### src/rtl/ysyx_23060061_reg_writer.sv
// Register-file write-back stage: merges LSU/EXU results through a 2-entry FIFO
// and tracks outstanding destination writes in a per-register scoreboard.
module ysyx_23060061_reg_writer #(
  parameter int ADDR_WIDTH = 5,
  parameter int DATA_WIDTH = 32
) (
  input  logic                  clk,
  input  logic                  rst,
  input  logic                  issue_valid,
  input  logic [ADDR_WIDTH-1:0] issue_rd,
  output logic                  issue_ready,
  input  logic                  exu_valid,
  output logic                  exu_ready,
  input  logic [ADDR_WIDTH-1:0] exu_rd,
  input  logic [DATA_WIDTH-1:0] exu_data,
  input  logic                  lsu_valid,
  output logic                  lsu_ready,
  input  logic [ADDR_WIDTH-1:0] lsu_rd,
  input  logic [DATA_WIDTH-1:0] lsu_data,
  output logic                  rf_wen,
  output logic [ADDR_WIDTH-1:0] rf_waddr,
  output logic [DATA_WIDTH-1:0] rf_wdata,
  input  logic [ADDR_WIDTH-1:0] chk_addr1,
  input  logic [ADDR_WIDTH-1:0] chk_addr2,
  output logic                  chk_hazard1,
  output logic                  chk_hazard2,
  output logic                  err
);

  localparam int NREG = 1 << ADDR_WIDTH;

  logic [1:0]            count_q, count_d;
  logic                  wr_ptr_q, wr_ptr_d;
  logic                  rd_ptr_q, rd_ptr_d;
  logic [NREG-1:0]       pending_q, pending_d;
  logic                  err_q, err_d;
  logic [ADDR_WIDTH-1:0] fifo_rd_q   [2];
  logic [DATA_WIDTH-1:0] fifo_data_q [2];

  logic                  not_full;
  logic                  push_lsu, push_exu, push, pop;
  logic                  issue_fire;
  logic                  head_live;
  logic [ADDR_WIDTH-1:0] head_rd;
  logic [DATA_WIDTH-1:0] head_data;
  logic [ADDR_WIDTH-1:0] push_rd;
  logic [DATA_WIDTH-1:0] push_data;

  // Readiness looks only at the registered count; a same-cycle pop never frees a slot.
  assign not_full  = (count_q < 2'd2);
  assign lsu_ready = not_full;
  assign exu_ready = not_full && !lsu_valid;

  assign push_lsu  = lsu_valid && lsu_ready;
  assign push_exu  = exu_valid && exu_ready;
  assign push      = push_lsu || push_exu;
  assign push_rd   = push_lsu ? lsu_rd   : exu_rd;
  assign push_data = push_lsu ? lsu_data : exu_data;

  assign pop       = (count_q != 2'd0);
  assign head_rd   = fifo_rd_q[rd_ptr_q];
  assign head_data = fifo_data_q[rd_ptr_q];
  assign head_live = pop && (head_rd != '0);

  assign rf_wen    = head_live;
  assign rf_waddr  = pop ? head_rd   : '0;
  assign rf_wdata  = pop ? head_data : '0;

  assign issue_ready = !pending_q[issue_rd] || (issue_rd == '0);
  assign issue_fire  = issue_valid && issue_ready;

  assign chk_hazard1 = pending_q[chk_addr1] || (pop && (head_rd == chk_addr1) && (chk_addr1 != '0));
  assign chk_hazard2 = pending_q[chk_addr2] || (pop && (head_rd == chk_addr2) && (chk_addr2 != '0));

  assign err = err_q;

  always_comb begin
    count_d  = count_q;
    wr_ptr_d = wr_ptr_q;
    rd_ptr_d = rd_ptr_q;
    if (push) wr_ptr_d = ~wr_ptr_q;
    if (pop)  rd_ptr_d = ~rd_ptr_q;
    case ({push, pop})
      2'b10:   count_d = count_q + 2'd1;
      2'b01:   count_d = count_q - 2'd1;
      default: count_d = count_q;
    endcase
  end

  // Clear-then-set so a fresh reservation wins over a retiring write to the same index.
  always_comb begin
    pending_d = pending_q;
    err_d     = err_q;
    if (head_live) begin
      if (!pending_q[head_rd]) err_d = 1'b1;
      pending_d[head_rd] = 1'b0;
    end
    if (issue_fire && (issue_rd != '0)) pending_d[issue_rd] = 1'b1;
    pending_d[0] = 1'b0;
  end

  always_ff @(posedge clk or negedge rst) begin
    if (!rst) begin
      count_q   <= 2'd0;
      wr_ptr_q  <= 1'b0;
      rd_ptr_q  <= 1'b0;
      pending_q <= '0;
      err_q     <= 1'b0;
    end else begin
      count_q   <= count_d;
      wr_ptr_q  <= wr_ptr_d;
      rd_ptr_q  <= rd_ptr_d;
      pending_q <= pending_d;
      err_q     <= err_d;
    end
  end

  // Payload storage carries no reset; validity is governed by count_q alone.
  always_ff @(posedge clk) begin
    if (push) begin
      fifo_rd_q[wr_ptr_q]   <= push_rd;
      fifo_data_q[wr_ptr_q] <= push_data;
    end
  end

endmodule

### config.mk
export PLATFORM = sky130hd
export DESIGN_NAME = ysyx_23060061_reg_writer
export DESIGN_NICKNAME = d
export VERILOG_FILES = /design/src/rtl/ysyx_23060061_reg_writer.sv
export SDC_FILE = /design/constraint.sdc
export NUM_CORES = 1
export LEC_CHECK = 0
export ABC_CLOCK_PERIOD_IN_PS = 3500
export BUFFER_PORTS_ARGS = -buffer_cell sky130_fd_sc_hd__buf_4
export CAP_MARGIN = 0
export CORE_UTILIZATION = 55
export DETAILED_ROUTE_END_ITERATION = 8
export PLACE_DENSITY_LB_ADDON = 0.25
export SYNTH_ARGS = -nofsm -noshare
export SYNTH_HDL_FRONTEND = slang
export SYNTH_SLANG_ARGS = --single-unit
export TNS_END_PERCENT = 30
### constraint.sdc
create_clock -name clk -period 3.5 [get_ports clk]
set_input_delay 0.35 -clock clk [delete_from_list [all_inputs] [get_ports clk]]
set_output_delay 0.35 -clock clk [all_outputs]
set_load 0.05 [all_outputs]
### Word-level counts from Yosys, hierarchy flattened

Memories as Yosys holds them, arrays and structs flattened.
Index checks and enable logic that the tools add are counted.
W data, S select, Z words.

| word-level totals | value |
|---|---|
| register bits after elaboration | 36 |
| memory bits (writable) | 74 |
| input port bits | 94 |
| logic and storage cells | 73 |
| memories kept | 2 |

Memories:

| name | depth | width | read ports | clocked after Yosys merged registers in | write ports | RTL line | RTL |
|---|---|---|---|---|---|---|---|
| fifo_data_q | 2 | 32 | 1 | 0 | 1 | 38 | `logic [DATA_WIDTH-1:0] fifo_data_q [2];` |
| fifo_rd_q | 2 | 5 | 1 | 0 | 1 | 37 | `logic [ADDR_WIDTH-1:0] fifo_rd_q [2];` |

| cells by class | value |
|---|---|
| add/subtract/negate cells | 2 |
| order comparisons | 7 |
| eq/ne operators | 4 |
| muxes and demuxes | 21 |
| bitwise logic cells | 6 |
| reduce and logical (&&, ||, !) cells | 26 |

Operator list:

| cell | number |
|---|---|
| $mux W32 | 4 |
| $and A32 B32 Y32 | 1 |
| $not A32 Y32 | 1 |
| $or A32 B32 Y32 | 1 |
| $lt A5 B6 Y1 const B | 4 |
| $bmux W1 S5 | 4 |
| $reduce_bool A5 Y1 | 4 |
| $logic_and A1 B1 Y1 | 12 |
| $demux W1 S5 | 2 |
| $eq A5 B5 Y1 | 2 |
| $ge A5 B1 Y1 const B | 2 |
| $mux W5 | 2 |
| $mux W1 | 8 |
| $logic_not A5 Y1 | 1 |
| $logic_or A1 B1 Y1 | 4 |
| $pmux W2 S2 | 1 |
| $reduce_bool A2 Y1 | 2 |
| $not A1 Y1 | 3 |
| $add A2 B1 Y2 const B | 1 |
| $eq A2 B1 Y1 const B | 1 |
| $eq A2 B2 Y1 const B | 1 |
| $logic_not A1 Y1 | 2 |
| $lt A2 B2 Y1 const B | 1 |
| $reduce_and A2 Y1 | 1 |
| $sub A2 B1 Y2 const B | 1 |

### Depth between registers and ports, before layout

Gate-level depths: netlist (run 1).
An unclocked memory read counts as a cell.

| logic depth | value |
|---|---|
| word-level depth | 10 |
| depth in mapped cells | 7 |
| depth with buffers taken out | 6 |

### Worst setup path before layout (run 1)

No wires, ideal clock.

| path | value |
|---|---|
| kind | register -> register |
| from | register count_q[1] |
| to | memory fifo_data_q[0][0] (enable) |
| arrival time | 2679 ps |
| setup slack | 390 ps |
| stages on the path, launching flop included | 4 |
| path buffers | 0 |
| clock period less this slack | 3110 ps |
| path through | dfrtp_1 -> inv_1 -> o21ai_0 -> nor2_1 |

| on the way | value |
|---|---|
| cells in the longest elaborated chain, start to end | 6 |

Ends and longest elaborated chain:

| element | RTL line | RTL |
|---|---|---|
| start: declaration | 32 | `logic [1:0] count_q, count_d;` |
| start signal: assignment | 110 | `count_q <= count_d;` |
| $lt A2 B2 Y1 * | 50 | `assign not_full = (count_q < 2'd2);` |
| net lsu_ready | 17 | `output logic lsu_ready,` |
| $logic_and A1 B1 Y1 | 52 | `assign exu_ready = not_full && !lsu_valid;` |
| $logic_and A1 B1 Y1 | 55 | `assign push_exu = exu_valid && exu_ready;` |
| $logic_or A1 B1 Y1 * | 56 | `assign push = push_lsu \|\| push_exu;` |
| $mux W1 * | 120 | `if (push) begin` |
| $mux W1 (not written as such) * | 122 | `fifo_data_q[wr_ptr_q] <= push_data;` |
| end: declaration | 38 |  |

Mark *: on every way through the listed nets, which the timed path passes. The rest lies on a longest branch.

### Worst setup path in the final report (run 1)

| path | value |
|---|---|
| from | register rd_ptr_q |
| to | output port chk_hazard2 |

| on the way | value |
|---|---|
| cells in the longest elaborated chain, start to end | 5 |

Ends and longest elaborated chain:

| element | RTL line | RTL |
|---|---|---|
| start: declaration | 34 | `logic rd_ptr_q, rd_ptr_d;` |
| start signal: assignment | 112 | `rd_ptr_q <= rd_ptr_d;` |
| $mem_v2 Z2 W5 | n/a |  |
| $eq A5 B5 Y1 | 73 | `assign chk_hazard2 = pending_q[chk_addr2] \|\| (pop && (head_rd == chk_addr2) && (chk_addr2 != '0));` |
| $logic_and A1 B1 Y1 (2 in series) | 73 |  |
| $logic_or A1 B1 Y1 | 73 |  |
| end: declaration | 26 | `output logic chk_hazard2,` |

No other way between the ends.

==> results of run 1 <==
worst max-delay path: stages (launching register included):
cell and delay [ns]:
dfrtp_2 0.66, mux2i_4 0.61, xnor2_1 0.11, nor4_1 0.28
a311oi_1 0.15, a21oi_1 0.15, buf_4 0.21
through the flow:
step / worst slack [ns] / hold slack (ns)
finish: 0.597 / 0.298
global route: 0.411 / 0.278
CTS: 0.609 / 0.277
detailed placement: 1.02 / 0.333
global placement: 1.08 / 0.326
floorplan: 0.390 / 0.0544
power groups by stage:
| stage | combinational, mW | clock (mW) | sequential (mW) |
|---|---|---|---|
| 6_report | 3.93 | 0.770 | 2.43 |
| 5_1_grt | 4.18 | 0.830 | 2.46 |
| 4_1_cts | 3.94 | 0.784 | 2.40 |
| 3_5_place_dp | 3.92 | 0 | 2.43 |
| 3_3_place_gp | 3.85 | 0 | 2.39 |
| 2_1_floorplan | 2.95 | 0 | 2.19 |
registers in the layout, summed over array words and instances (netlist names):
register     cells
count_q          2
rd_ptr_q         1
err              1
pending_q       31
fifo_rd_q       10
wr_ptr_q         1
fifo_data_q     64
how the worst min path moves through the flow:
| stage | to | slack, ns | depth (start not counted) |
|---|---|---|---|
| 2_1_floorplan | count_q[0] | 0.05 | 0 |
| 3_3_place_gp | pending_q[13] | 0.33 | 1 |
| 3_5_place_dp | pending_q[13] | 0.33 | 1 |
| 4_1_cts | fifo_data_q[0][29] | 0.28 | 2 |
| 5_1_grt | fifo_data_q[0][24] | 0.28 | 2 |
| 6_report | fifo_data_q[1][22] | 0.30 | 2 |
logic make-up (layout without fill, tap and decap cells):
group / Yosys count / count (layout) / synth area share [%]
fa+ha+maj: 1 / 1 / 0.205
xor+xnor: 12 / 12 / 1.72
simple gates: 107 / 107 / 8.41
mux: 115 / 115 / 26.3
compound gates: 93 / 93 / 8.93
flops: 110 / 110 / 51.2
buf+inv: 41 / 173 / 3.18
Yosys cell counts, types with 2 or more instances:
cell,number,area [sq um]
nand3b_1,4,30.0
nand2b_1,5,31.3
o22ai_1,2,12.5
mux2i_1,42,420
buf_2,8,40.0
nor3_1,2,10.0
inv_1,11,41.3
nor2_1,49,184
o21ai_0,69,345
edfxtp_1,74,2220
and3_1,2,12.5
or3_1,2,12.5
xnor2_1,12,105
nor2b_1,2,12.5
a222oi_1,2,20.0
buf_6,3,33.8
a21oi_1,5,25.0
nor3b_1,3,22.5
buf_4,2,15.0
a31oi_1,2,12.5
buf_1,5,18.8
nor4_1,2,12.5
or2_2,2,12.5
o41ai_1,2,17.5
nand2_1,17,63.8
dfrtp_1,36,901
nand3_1,10,50.1
clkbuf_1,12,45.0
mux4_2,31,698
mux2_2,40,450
o32a_1,2,20.0
routing by layer:
metal  global-route usage [%]  vias to the layer above  routed length [um]
met5                        0                        -                   0
met4                     9.30                        0                 289
met3                     5.87                       34                1300
met2                     42.8                      270                7300
met1                     36.3                     2263                6010
li1                         -                     2086                   -
area by class of cell:
class | instances | area (sq um) | area share, %
Clock buffer | 10 | 128 | 1.72
Clock inverter | 6 | 67.6 | 0.908
Inverter | 11 | 41.3 | 0.555
Multi-Input combinational cell | 328 | 2800 | 37.7
Sequential cell | 110 | 3120 | 42.0
Tap cell | 140 | 175 | 2.35
Timing Repair Buffer | 146 | 1100 | 14.8
==> qor.tcl, run 1 <==
set qor(p_total_mw) 7.13
set qor(dp_hpwl_um) 10800
set qor(maxCapViolCount) 0
set qor(cp-end-kind) {primary output}
set qor(num-fill-cells) 801
set qor(holdCritPathClass) {input port to flip-flop}
set qor(intPower_mw) 3.76
set qor(detail_route.vias_per_cell) 6.20
set qor(cts_tree) {built}
set qor(timing_worst_slew_pin_value_ns) 1.03
set qor(pwr-share-comb_pct) 55.2
set qor(critPathKind) {flip-flop to primary output}
set qor(first_global_vias) 4551
set qor(ys_seq_elements) 110
set qor(detailroute.via_count) 4653
set qor(cts_made_buffers) 9
set qor(initial_core_utilization_pct) 56.3
set qor(ant_nets) 0
set qor(path_max_fanout) 24
set qor(cts_repair_resize_count) 0
set qor(netSwitchingFraction_pct) 47.2
set qor(slew_viol_final) 0
set qor(dr.first_iter.drc_count) 345
set qor(ctsRootBufferMaster) {clkbuf_8}
set qor(synth.yosys.seq_area_share_pct) 51.2
set qor(port_buffers) 137
set qor(antenna_found_initial) 0
set qor(run_status) {complete, no violations}
set qor(final.period_utilization_pct) 83.0
set qor(routed_wirelength_um) 14900
set qor(cts_htree_levels) 3
set qor(final.min_clock_period_ns) 2.90
set qor(cp-startpoint) {rd_ptr_q}
set qor(setup_viol) 0
set qor(r2r-start) {rd_ptr_q}
set qor(synthesis.area_per_instance_sq_um) 12.7
set qor(final-hold-violation-count) 0
set qor(max_slew_margin_pct) 30.8
set qor(worst_clock_skew_ns) 0.0176
set qor(worst_hold_startpoint) {exu_data[22]}
set qor(globalRoute.totalOverflow) 0
set qor(die-area_sq_um) 11500
set qor(syn_inst) 479
set qor(power_frac_seq_pct) 34.0
set qor(reg2reg_setup_slack_ns) 0.99
set qor(fmaxAchievable_mhz) 344
set qor(clk_path_buf_depth) 2
set qor(postCtsSetupRepairBufs) 0
set qor(leakage_nw) 2.95
set qor(die_height_um) 107
set qor(synth.distinct_cells) 50
set qor(drt_pass1_iterations) 7
set qor(crit_end) {chk_hazard2}
set qor(finish.net_count) 701
set qor(floorplan.core_area_sq_um) 10800
set qor(grt_resource_usage_total_pct) 26.8
set qor(ctsHoldBuffers) 1
set qor(mappedNetlistArea_sq_um) 6100
set qor(die_w_um) 107
set qor(clock_power_share_pct) 10.8
set qor(tritoncts_sink_count) 110
set qor(p_per_area_nw_per_um2) 958
set qor(synth_fp_nets) 574
set qor(wl_per_cell_um) 19.8
set qor(wire_length_of_the_first_global_routing_pass_um) 23100
set qor(totalNegativeSetupSlack_ns) 0
set qor(crit_arrival_ns) 2.55
set qor(clk_pin_slew_ns) 0.11
set qor(place_inst) 734
set qor(r2r_end) {err}
set qor(yosys_warnings) 0
set qor(grt_max_degree) 38
set qor(most-common-layout-cells) {145 x buf_4, 74 x edfxtp_1, 69 x o21ai_0}
set qor(synth-async-reset-ratio_pct) 32.7
set qor(n_antenna_cell) 0
set qor(final_layout_size_suffix_gt1_share_pct) 39.4
set qor(non_filler_instance_count_after_layout) 751
set qor(crit_required_ns) 3.15
set qor(layout-area-overhead-vs-synth_pct) 22.0
set qor(top_level_ports) 138
set qor(share_of_the_core_filled_with_cells_pct) 68.6
set qor(stdcell_area_sq_um) 7440
set qor(p_switching_mw) 3.37
set qor(dominantRegCellSynth) {edfxtp_1}
set qor(rsz_0062_raised_after_global_routing) {false}
set qor(most_common_cell_after_layout_fill_and_taps_aside) {buf_4}
set qor(startpoint_type) {flip-flop}
set qor(r2r.worst_path.cells) 5
set qor(drc_violations) 0
set qor(irDropWorstVdd_uv) 695
set qor(routability_congestion) 0.935
set qor(synth_enable_flop_cells) 74
set qor(post_dp_cell_area_sq_um) 7230
set qor(placementRows) 38
set qor(worst_skew_late_latency_ns) 0.36
No activity file was read; power rests on OpenSTA's default activity.
==> run 2: changes to the inputs <==
Settings changed: ABC_AREA from default to 1, ABC_CLOCK_PERIOD_IN_PS 3500 to 2300, CORE_UTILIZATION 55 to 50.
Clock period 3.5 ns to 2.3 ns, I/O delays scaled along.
==> run 2 against run 1 <==
Synthesized cell count up 67%. Combinational power rose by 67%. Critical path type unchanged. Sequential share of layout area decreased by 3.3 points. Utilization fell by 4.9 points. Final cell count rose by 48%. Clock power is 100% higher. Critical endpoint unchanged. First-iteration DRC count is 130% higher. Critical path depth grew 2.
==> qor.tcl, run 2 <==
set qor(run_status) {complete, no violations} ;# unchanged
set qor(share_of_the_core_filled_with_cells_pct) 63.8 ;# was 68.6%
set qor(dp_hpwl_um) 13000 ;# was 10,800 um
set qor(reg2reg_setup_slack_ns) 0.32 ;# was 0.99 ns
set qor(synth_enable_flop_cells) 74 ;# unchanged
set qor(final_layout_size_suffix_gt1_share_pct) 25.3 ;# was 39.4%
set qor(cell_by_cell_trace_of_the_critical_path) {buf_6, nand2_1, nand2_1, o21ai_0, a221oi_1, nand3_1, nand2_1, buf_4} ;# was mux2i_4, xnor2_1, nor4_1, a311oi_1, a21oi_1, buf_4
set qor(timing_worst_slew_pin_value_ns) 0.926 ;# was 1.03 ns
set qor(cts_made_buffers) 9 ;# unchanged
set qor(floorplan.core_area_sq_um) 12700 ;# was 10,800 sq um
set qor(stdcell_area_sq_um) 8080 ;# was 7440 sq um
set qor(holdCritPathClass) {input port to flip-flop} ;# unchanged
set qor(cts_tree) {built} ;# unchanged
set qor(clk_path_buf_depth) 2 ;# unchanged
set qor(final-seq-area_sq_um) 3120 ;# unchanged
set qor(first_global_vias) 5440 ;# was 4,551
set qor(slew_viol_final) 0 ;# unchanged
set qor(n_antenna_cell) 0 ;# unchanged
set qor(cp-end-kind) {primary output} ;# unchanged
set qor(routed_wirelength_um) 17900 ;# was 14,900 um
set qor(post_dp_cell_area_sq_um) 7720 ;# was 7230 sq um
set qor(die_w_um) 116 ;# was 107 um
set qor(clk_pin_slew_ns) 0.08 ;# was 0.11 ns
set qor(most-common-layout-cells) {224 x nand2_1, 155 x buf_4, 74 x edfxtp_1} ;# was 145 x buf_4, 74 x edfxtp_1, 69 x o21ai_0
set qor(wire_length_of_the_first_global_routing_pass_um) 27800 ;# was 23,100 um
set qor(most_common_cell_after_layout_fill_and_taps_aside) {nand2_1} ;# was buf_4
set qor(synth.distinct_cells) 33 ;# was 50
set qor(initial_core_utilization_pct) 51.5 ;# was 56.3%
set qor(r2r_end) {pending_q[8]} ;# was err
set qor(whs_endpoint) {pending_q[28]} ;# was fifo_data_q[1][22]
set qor(setup_viol) 0 ;# unchanged
set qor(cpMaxStageDelayCell) {dfrtp_2} ;# unchanged
set qor(drt_pass1_iterations) 5 ;# was 7
set qor(synth_most_common_cell) {nand2_1} ;# was edfxtp_1
set qor(critical_path.most_common_cell) {nand2_1}
set qor(die_height_um) 116 ;# was 107 um
set qor(worst_clock_skew_ns) 0.0125 ;# was 0.0176 ns
set qor(worst_hold_startpoint) {issue_valid} ;# was exu_data[22]
set qor(tritoncts_sink_count) 110 ;# unchanged
set qor(globalRoute.totalOverflow) 0 ;# unchanged
set qor(die-area_sq_um) 13500 ;# was 11,500 sq um
set qor(syn_inst) 801 ;# was 479
set qor(leakage_nw) 3.57 ;# was 2.95 nW
set qor(routability_congestion) 0.973 ;# was 0.935
set qor(final.period_utilization_pct) 96.0
set qor(dr.first_iter.drc_count) 793 ;# was 345
set qor(final-hold-violation-count) 0 ;# unchanged
set qor(drc_violations) 0 ;# unchanged
set qor(num-fill-cells) 1139 ;# was 801
set qor(largest_register) {fifo_data_q} ;# unchanged
set qor(wl_per_cell_um) 16.1 ;# was 19.8 um
set qor(final.min_clock_period_ns) 2.21
set qor(synth_top_cells_by_area) {edfxtp_1 34%, dfrtp_1 14%, nand2_1 13%, mux2_2 6.4%, o21ai_0 5.1%} ;# was edfxtp_1 36%, dfrtp_1 15%, mux4_2 11%, mux2_2 7.4%, mux2i_1 6.9%
set qor(dominantRegCellSynth) {edfxtp_1} ;# unchanged
set qor(top_level_ports) 138 ;# unchanged
set qor(crit_arrival_ns) 1.98 ;# was 2.55 ns
set qor(p_total_mw) 11.6 ;# was 7.13 mW
set qor(placementRows) 41 ;# was 38
set qor(port_buffers) 137 ;# unchanged
set qor(p_per_area_nw_per_um2) 1440 ;# was 958 nW/um^2
set qor(grt_max_degree) 40 ;# was 38
set qor(synthesis.area_per_instance_sq_um) 8.14 ;# was 12.7 sq um
set qor(ctsRootBufferMaster) {clkbuf_16} ;# was clkbuf_8
set qor(detail_route.vias_per_cell) 5.51 ;# was 6.20
set qor(cp_num_buf_inv) 2 ;# was 1
set qor(synth.top_cells.by_count) {225 x nand2_1, 74 x edfxtp_1, 66 x inv_1, 66 x o21ai_0, 64 x a21oi_1} ;# was 74 x edfxtp_1, 69 x o21ai_0, 49 x nor2_1, 42 x mux2i_1, 40 x mux2_2
set qor(worst_skew_late_latency_ns) 0.36 ;# about the same
set qor(ys_seq_elements) 110 ;# unchanged
set qor(netlist.top_cell.by_area) {edfxtp_1} ;# unchanged
set qor(irDropWorstVdd_uv) 839 ;# was 695 uV
set qor(r2r-start) {rd_ptr_q} ;# unchanged
set qor(finish.net_count) 1026 ;# was 701
set qor(largest_register_ffs) 64 ;# unchanged
set qor(grt_resource_usage_total_pct) 27.2 ;# was 26.8%
set qor(critPathKind) {flip-flop to primary output} ;# unchanged
set qor(slowest_delay_ns) 0.47 ;# was 0.66 ns
set qor(antenna_found_initial) 0 ;# unchanged
set qor(mappedNetlistArea_sq_um) 6520 ;# was 6100 sq um
set qor(layout-area-overhead-vs-synth_pct) 23.9 ;# was 22.0%
set qor(max_slew_margin_pct) 37.6 ;# was 30.8%
set qor(r2r.worst_path.cells) 9 ;# was 5
set qor(synth_fp_nets) 896 ;# was 574
set qor(largest_registers) {fifo_data_q x64, pending_q x31, fifo_rd_q x10} ;# unchanged
set qor(cts_htree_levels) 3 ;# unchanged
set qor(post-synth-top-area-fraction_pct) 34.1 ;# was 36.4%
set qor(critPathTopFamily) {flip-flops} ;# unchanged
set qor(ant_nets) 0 ;# unchanged
set qor(maxCapViolCount) 0 ;# unchanged
set qor(path_max_fanout) 12 ;# was 24
set qor(multi_input_comb_area_sq_um) 2940 ;# was 2800 sq um
set qor(yosys_warnings) 0 ;# unchanged
set qor(rsz_0062_raised_after_global_routing) {true} ;# was false
set qor(crit_required_ns) 2.07 ;# was 3.15 ns
set qor(detailroute.via_count) 6103 ;# was 4,653
set qor(startpoint_type) {flip-flop} ;# unchanged
set qor(fmaxAchievable_mhz) 453
set qor(synth-async-reset-ratio_pct) 32.7 ;# unchanged
set qor(synth.yosys.seq_area_share_pct) 47.9 ;# was 51.2%
set qor(whs_path_depth) 3 ;# was 2
==> run 2: changes by cell type after synthesis, sizes merged, moves of 6 or more <==
cell	change
o21ai	+6
xnor2	-11
nand2	+212
nand3	+32
mux2i	-43
nand4	+35
nor2	+16
nor3	+10
buf	+6
mux4	-31
inv	+60
a21oi	+61
==> run 2: timing repair <==
item                                    in CTS  in global routing
endpoints found under the setup margin       3                  3
hold buffers                                 1                  0
setup buffers                                0                  2
hold endpoints to repair                    36                  0
resized for setup                            5                  7
==> run 2: worst min-delay path: stages <==
cell and delay (ns):
buf_4 0.11, nand4_1 0.09, nand2_1 0.06
==> run 2: power by group <==
group	switching, mW	leakage, nW	internal [mW]
combinational	4.58	2.31	1.99
sequential	0.547	1.11	2.94
clock	0.783	0.149	0.777
==> run 2: per-layer routing <==
metal / track usage [%] / up-vias / routed length, um / part of all wire (%)
met4: 7.78 / 0 / 270 / 1.5
met1: 39.7 / 2800 / 7730 / 43
met3: 5.29 / 22 / 1640 / 9.2
li1: - / 2979 / - / -
met5: 0 / - / 0 / 0
met2: 41.1 / 302 / 8240 / 46
==> run 2: worst max-delay path by stage <==
stage | from | to | slack (ns) | cells after the start
floorplan | count_q[1] | fifo_data_q[0][0] | -0.23 | 3
global placement | rd_ptr_q | chk_hazard2 | 0.25 | 8
detailed placement | rd_ptr_q | chk_hazard2 | 0.23 | 8
CTS | rd_ptr_q | chk_hazard2 | 0.02 | 8
global route | rd_ptr_q | chk_hazard2 | -0.001 | 8
finish | rd_ptr_q | chk_hazard2 | 0.09 | 8
==> run 2: stage by stage <==
stage          worst slack [ns]  hold WS (ns)  setup TNS (ns)  instances
3_5_place_dp              0.230         0.229               0       1089
3_3_place_gp              0.249         0.227               0       1089
6_report                 0.0911         0.168               0       1108
4_1_cts                  0.0154         0.157               0       1106
2_1_floorplan            -0.231       -0.0656          -17.06        801
5_1_grt                -0.00101         0.170        -0.00101       1108
==> run 2: area by class of cell <==
cell class | count | share of cell area (%)
clock buffer | 9 | 2.79
tap | 172 | 2.66
clock inverter | 7 | 0.960
timing repair buffer | 158 | 14.9
inverter | 73 | 3.58
sequential | 110 | 38.7
multi-input combinational | 579 | 36.4
==> run 2: kinds of logic (layout without fill, tap and decap cells) <==
kind of cell / Yosys count / after routing / share of synthesized area [%]
AO/OA/AOI/OAI: 150 / 150 / 12.1
XOR/XNOR: 6 / 6 / 0.806
AND/OR/NAND/NOR: 385 / 385 / 25.1
multiplexers: 37 / 37 / 6.39
flip-flops: 110 / 110 / 47.9
adder cells (fa/ha/maj): 1 / 1 / 0.192
buffers and inverters: 112 / 247 / 7.52
